--- config.mk ---
export PLATFORM = sky130hd
export DESIGN_NAME = load_unit
export DESIGN_NICKNAME = d
export VERILOG_FILES = /design/src/rtl/load_unit_pkg.sv /design/src/rtl/load_unit_align.sv /design/src/rtl/load_unit.sv
export SDC_FILE = /design/constraint.sdc
export NUM_CORES = 1
export LEC_CHECK = 0
export ABC_AREA = 1
export CELL_PAD_IN_SITES_DETAIL_PLACEMENT = 0
export CELL_PAD_IN_SITES_GLOBAL_PLACEMENT = 2
export CORE_MARGIN = 2
export CORE_UTILIZATION = 25
export CTS_CLUSTER_DIAMETER = 120
export DETAILED_ROUTE_END_ITERATION = 16
export GPL_TIMING_DRIVEN = 0
export PLACE_DENSITY = 0.88
export SKIP_CTS_REPAIR_TIMING = 1
export SLEW_MARGIN = 20
export SYNTH_ARGS = -nofsm -noshare
export SYNTH_HDL_FRONTEND = slang
export SYNTH_SLANG_ARGS = --single-unit
--- constraint.sdc ---
create_clock -name clk_in -period 1.75 [get_ports clk_in]
set_input_delay 0.35 -clock clk_in [delete_from_list [all_inputs] [get_ports clk_in]]
set_output_delay 0.35 -clock clk_in [all_outputs]
set_load 0.02 [all_outputs]
--- src/rtl/load_unit_pkg.sv ---
// load_unit_pkg: shared definitions for the load unit.
//   DATA_W          data path width
//   F3_*            funct3 encodings of the supported loads
//   lu_state_t      load unit FSM states
//   load_ok()       1 when a funct3/address-offset pair is a legal, aligned load
package load_unit_pkg;

  localparam int DATA_W = 32;

  localparam logic [2:0] F3_LB  = 3'b000;
  localparam logic [2:0] F3_LH  = 3'b001;
  localparam logic [2:0] F3_LW  = 3'b010;
  localparam logic [2:0] F3_LBU = 3'b100;
  localparam logic [2:0] F3_LHU = 3'b101;

  typedef enum logic [1:0] {
    ST_IDLE = 2'd0,
    ST_WAIT = 2'd1,
    ST_RESP = 2'd2
  } lu_state_t;

  function automatic logic load_ok(input logic [2:0] f3, input logic [1:0] lo);
    case (f3)
      F3_LB, F3_LBU: return 1'b1;
      F3_LH, F3_LHU: return ~lo[0];
      F3_LW:         return (lo == 2'b00);
      default:       return 1'b0;
    endcase
  endfunction

endpackage

--- src/rtl/load_unit_align.sv ---
// load_align: combinational byte/half/word extract and sign/zero extension.
//   funct3  in   load type (legal encodings only)
//   off     in   byte offset within the word
//   data    in   memory word containing the addressed bytes
//   result  out  aligned, extended load value
module load_align
  import load_unit_pkg::*;
(
  input  logic [2:0]        funct3,
  input  logic [1:0]        off,
  input  logic [DATA_W-1:0] data,
  output logic [DATA_W-1:0] result
);

  logic [7:0]  b;
  logic [15:0] h;
  logic        sext;

  always_comb begin
    case (off)
      2'd0:    b = data[7:0];
      2'd1:    b = data[15:8];
      2'd2:    b = data[23:16];
      default: b = data[31:24];
    endcase
    h    = off[1] ? data[31:16] : data[15:0];
    // funct3[2] set selects the unsigned variants
    sext = ~funct3[2];
    case (funct3[1:0])
      2'b00:   result = {{24{sext & b[7]}}, b};
      2'b01:   result = {{16{sext & h[15]}}, h};
      default: result = data;
    endcase
  end

endmodule

--- src/rtl/load_unit.sv ---
// load_unit: issues one data-memory read per load, waits for the response,
// aligns/extends it and presents it for writeback. Stalls while a read is
// outstanding and flags misaligned/illegal requests and memory timeouts.
//   clk_in / rst_n_in      clock, async active-low reset
//   mem_rd_req_in, funct3_in, iadder_in, flush_in   request side from execute
//   dm_rd_valid_in, dm_data_in                      memory response
//   dm_addr_out, dm_rd_req_out                      memory request
//   lu_output_out, lu_valid_out, lu_stall_out,
//   lu_misalign_out, lu_err_out                     results / status to pipeline
//
// state   | meaning
// IDLE    | no load outstanding
// WAIT    | read issued, waiting for dm_rd_valid_in (bounded by TIMEOUT_CYCLES)
// RESP    | result registered, lu_valid_out high for this one cycle
module load_unit
  import load_unit_pkg::*;
#(
  parameter int TIMEOUT_CYCLES = 16,
  parameter int CNT_W          = 5
) (
  input  logic              clk_in,
  input  logic              rst_n_in,
  input  logic              mem_rd_req_in,
  input  logic [2:0]        funct3_in,
  input  logic [31:0]       iadder_in,
  input  logic              flush_in,
  input  logic              dm_rd_valid_in,
  input  logic [31:0]       dm_data_in,
  output logic [31:0]       dm_addr_out,
  output logic              dm_rd_req_out,
  output logic [DATA_W-1:0] lu_output_out,
  output logic              lu_valid_out,
  output logic              lu_stall_out,
  output logic              lu_misalign_out,
  output logic              lu_err_out
);

  localparam logic [CNT_W-1:0] CNT_LAST = CNT_W'(TIMEOUT_CYCLES - 1);

  lu_state_t         state_q, state_d;
  logic [CNT_W-1:0]  cnt_q;
  logic [2:0]        f3_q;
  logic [31:0]       addr_q;
  logic [DATA_W-1:0] aligned;

  logic req_ok, req_bad, timeout;
  logic accept, capture, err_set, mis_set;

  assign req_ok  = mem_rd_req_in & load_ok(funct3_in, iadder_in[1:0]);
  assign req_bad = mem_rd_req_in & ~req_ok;
  assign timeout = (state_q == ST_WAIT) & ~dm_rd_valid_in & (cnt_q == CNT_LAST);

  load_align u_align (
    .funct3 (f3_q),
    .off    (addr_q[1:0]),
    .data   (dm_data_in),
    .result (aligned)
  );

  always_ff @(posedge clk_in or negedge rst_n_in) begin
    if (!rst_n_in) state_q <= ST_IDLE;
    else           state_q <= state_d;
  end

  always_comb begin
    state_d = state_q;
    if (flush_in) begin
      state_d = ST_IDLE;
    end else begin
      case (state_q)
        ST_IDLE: if (req_ok) state_d = ST_WAIT;
        ST_WAIT: begin
          if (dm_rd_valid_in) state_d = ST_RESP;
          else if (timeout)   state_d = ST_IDLE;
        end
        ST_RESP: state_d = req_ok ? ST_WAIT : ST_IDLE;
        default: state_d = ST_IDLE;
      endcase
    end
  end

  always_comb begin
    dm_rd_req_out = (state_q == ST_WAIT);
    lu_stall_out  = (state_q == ST_WAIT);
    lu_valid_out  = (state_q == ST_RESP);
    // execute is stalled during WAIT, so requests there are not new loads
    accept        = ~flush_in & (state_q != ST_WAIT) & req_ok;
    mis_set       = ~flush_in & (state_q != ST_WAIT) & req_bad;
    capture       = ~flush_in & (state_q == ST_WAIT) & dm_rd_valid_in;
    err_set       = ~flush_in & timeout;
  end

  always_ff @(posedge clk_in or negedge rst_n_in) begin
    if (!rst_n_in) begin
      cnt_q           <= '0;
      f3_q            <= '0;
      addr_q          <= '0;
      lu_output_out   <= '0;
      lu_err_out      <= 1'b0;
      lu_misalign_out <= 1'b0;
    end else begin
      // counter only runs while staying in WAIT; any entry into WAIT sees 0
      if (state_q == ST_WAIT && state_d == ST_WAIT) cnt_q <= cnt_q + 1'b1;
      else                                          cnt_q <= '0;
      if (accept) begin
        f3_q   <= funct3_in;
        addr_q <= iadder_in;
      end
      if (capture) lu_output_out <= aligned;
      lu_err_out      <= err_set;
      lu_misalign_out <= mis_set;
    end
  end

  assign dm_addr_out = {addr_q[31:2], 2'b00};

endmodule

==> results.ini <==
[pwr]
sw_frac_of_total=0.346
clock_power_share=0.257
p_leak_nw=3.16
power_density_nw_per_um2=1250
comb_power_share=0.405
power.switching_w=0.00255
p_int_w=0.00482
seqPwrFrac=0.339
max-vdd-ir-drop_uv=423

[global_route]
grt_pass1_wl_um=19100
grt_pass1_vias=3738
use_met2=0.233
use_met1=0.190
grt_busiest_layer=met2
grt_max_degree=47
grt-ovfl-total=0
track_usage=0.150
antenna_found_initial=0
grt_use_met3=0.0597

[timing]
min_period_ps=1670
drv_slew=0
fmax_ghz=0.597
rsz0062_at_grt=false
post-route-period-util=0.957
setup_tns_ps=0
hold_viol=0
skew_ps=7.15
hold_slack_ps=465
finalSetupViolCount=0

[cts]
root_buffer=clkbuf_16
cts_tree=done
cts_buffers=9
clock-sinks=76
clock_latency_ps=340
max-clock-path-buffers=2
ctsHtreeMaxLevel=3
clk_pin_slew_worst_paths_ps=60

[drt]
dr.pass1.iters=4
ant_nets=0
wirelength_um=12000
drc=0
routed_via_density=4.47
avgRoutedWirePerCell_um=14.7
drt_iter0_markers=131
vias=3665

[synthesis]
avgSynthCellArea_um2=8.15
synth_common_cells=145 x nand2_1, 76 x dfrtp_1, 57 x nor2_1
seq_area_frac_synth=0.493
netlist_instances=474
ys_ff_latch=76
ys_warn_count=0
yosysMostFrequentCell=nand2_1
synth_area_leader_cell=dfrtp_1
synth_top_area_share=0.493
ys.flop_type=dfrtp_1
async_flop_share=1.00
synth_edf_count=0
yosys.cell_types.count=30
synth_area_um2=3860
synth_area_leaders=dfrtp_1 49%, nand2_1 14%, buf_4 7.2%

[floorplanning]
dieWidth_um=128
start_util=0.255
rows=45
die-height_um=128
dieArea_um2=16500
io_pins=141
coreArea_um2=15100

[cells_and_area]
final_area_um2=5900
post-route-util=0.389
syn2layout_area_growth_pct=52.8
final_cells=819
antenna_cells=0
nets=700
drive_gt1_frac=0.151
filler_cell_count=1562

[worst_setup_path]
path_class=reg2out
arrival_ps=1320
crit_path_end_kind=primary output
required_ps=1400
worstPathCellList=clkdlybuf4s50_1
path_buf_inv=1
cp_top_family=buffers and inverters
cpMaxStageDelayCell=clkdlybuf4s50_1
crit_fanout=2
slowest_delay_ps=640
startpoint_type=flip-flop

[run_status]
outcome=complete, no violations

[placement]
dp_cells=802
place_area_um2=5510
dp_hpwl_um=9130
gp_congestion=0.843
numPortBuffers=138

[min_path]
hold_path_class=reg2reg

[job]
cap_violations=0

==> final cells by class <==
| cell class | count | area, um^2 | area share |
|---|---|---|---|
| clock buffers | 12 | 256 | 0.0435 |
| multi-input cells | 323 | 1500 | 0.254 |
| flip-flops and latches | 76 | 1900 | 0.322 |
| repair buffers | 140 | 1490 | 0.253 |
| clock inverters | 4 | 47.5 | 0.00806 |
| plain buffers | 56 | 385 | 0.0653 |
| well taps | 188 | 235 | 0.0399 |
| inverters | 20 | 77.6 | 0.0132 |
==> path summary, 6_finish.rpt <==
| kind | startpoint | to | slack [ps] | cells after the start |
|---|---|---|---|---|
| hold reg to reg | cnt_q[0]$_DFF_PN0_ | cnt_q[0]$_DFF_PN0_ | 460 | 1 |
| max in group asynchronous | rst_n_in | addr_q[13]$_DFFE_PN0P_ | 680 | 3 |
| min in group asynchronous | rst_n_in | lu_output_out[29]$_DFFE_PN0P_ | 500 | 2 |
| hold / removal | cnt_q[0]$_DFF_PN0_ | cnt_q[0]$_DFF_PN0_ | 460 | 1 |
| setup / recovery | lu_output_out[12]$_DFFE_PN0P_ | lu_output_out[12] | 80 | 1 |
| setup reg to reg | f3_q[0]$_DFFE_PN0P_ | lu_output_out[11]$_DFFE_PN0P_ | 170 | 7 |
==> power by group through the flow <==
stage	clock network, W	logic (W)	registers, W
floorplan	0	0.00132	0.00283
global placement	0	0.00301	0.00251
detailed placement	0	0.00304	0.00253
CTS	0.00195	0.00306	0.00251
global route	0.00202	0.00325	0.00256
finish	0.00189	0.00298	0.00250
==> per-layer routing <==
metal | part of all wire | vias up | routed length, um
li1 | - | 1790 | -
met1 | 0.43 | 1730 | 5180
met2 | 0.46 | 132 | 5490
met3 | 0.099 | 13 | 1190
met4 | 0.016 | 0 | 187
met5 | 0 | - | 0
==> through the flow <==
step | total power [W] | worst slack [ps]
after global placement | 0.00552 | -2380
final | 0.00737 | 75.2
after floorplan | 0.00415 | 374
after CTS | 0.00752 | -357
after detailed placement | 0.00557 | -210
after global routing | 0.00783 | 7.07
==> cells by family (layout without fill, tap and decap cells) <==
group                      after synthesis  after routing  share of synthesized area
DFF                                     76             76                      0.493
and+or+nand+nor                        257            257                      0.283
buffers and inverters                   76            232                      0.120
xor gates and xnor gates                 1              1                    0.00227
other                                    1              2                   0.000971
AOI/OAI and AO/OA                       61             61                     0.0946
adders and majority gates                2              2                    0.00648
==> flip-flops by register name (all words and copies together) (netlist names) <==
name	cells
addr_q	32
lu_err_out	1
state_q	2
f3_q	3
lu_output_out	32
cnt_q	5
lu_misalign_out	1
==> layout by cell type (no fill, tap or decap), types with 3 or more instances in the layout <==
cell type        count
clkbuf_1             6
o22ai_1              7
buf_2               11
clkdlybuf4s50_1    104
buf_6                3
a21oi_2              9
o21ai_1              6
inv_1               16
nand3_1             40
dlymetal6s2s_1      32
nand2_1            145
buf_4               39
inv_2                3
nor2_4               3
clkbuf_16            9
a21oi_1             30
nor2_1              57
o21ai_0              6
dfrtp_1             76
(Power assumes the default switching activity.)
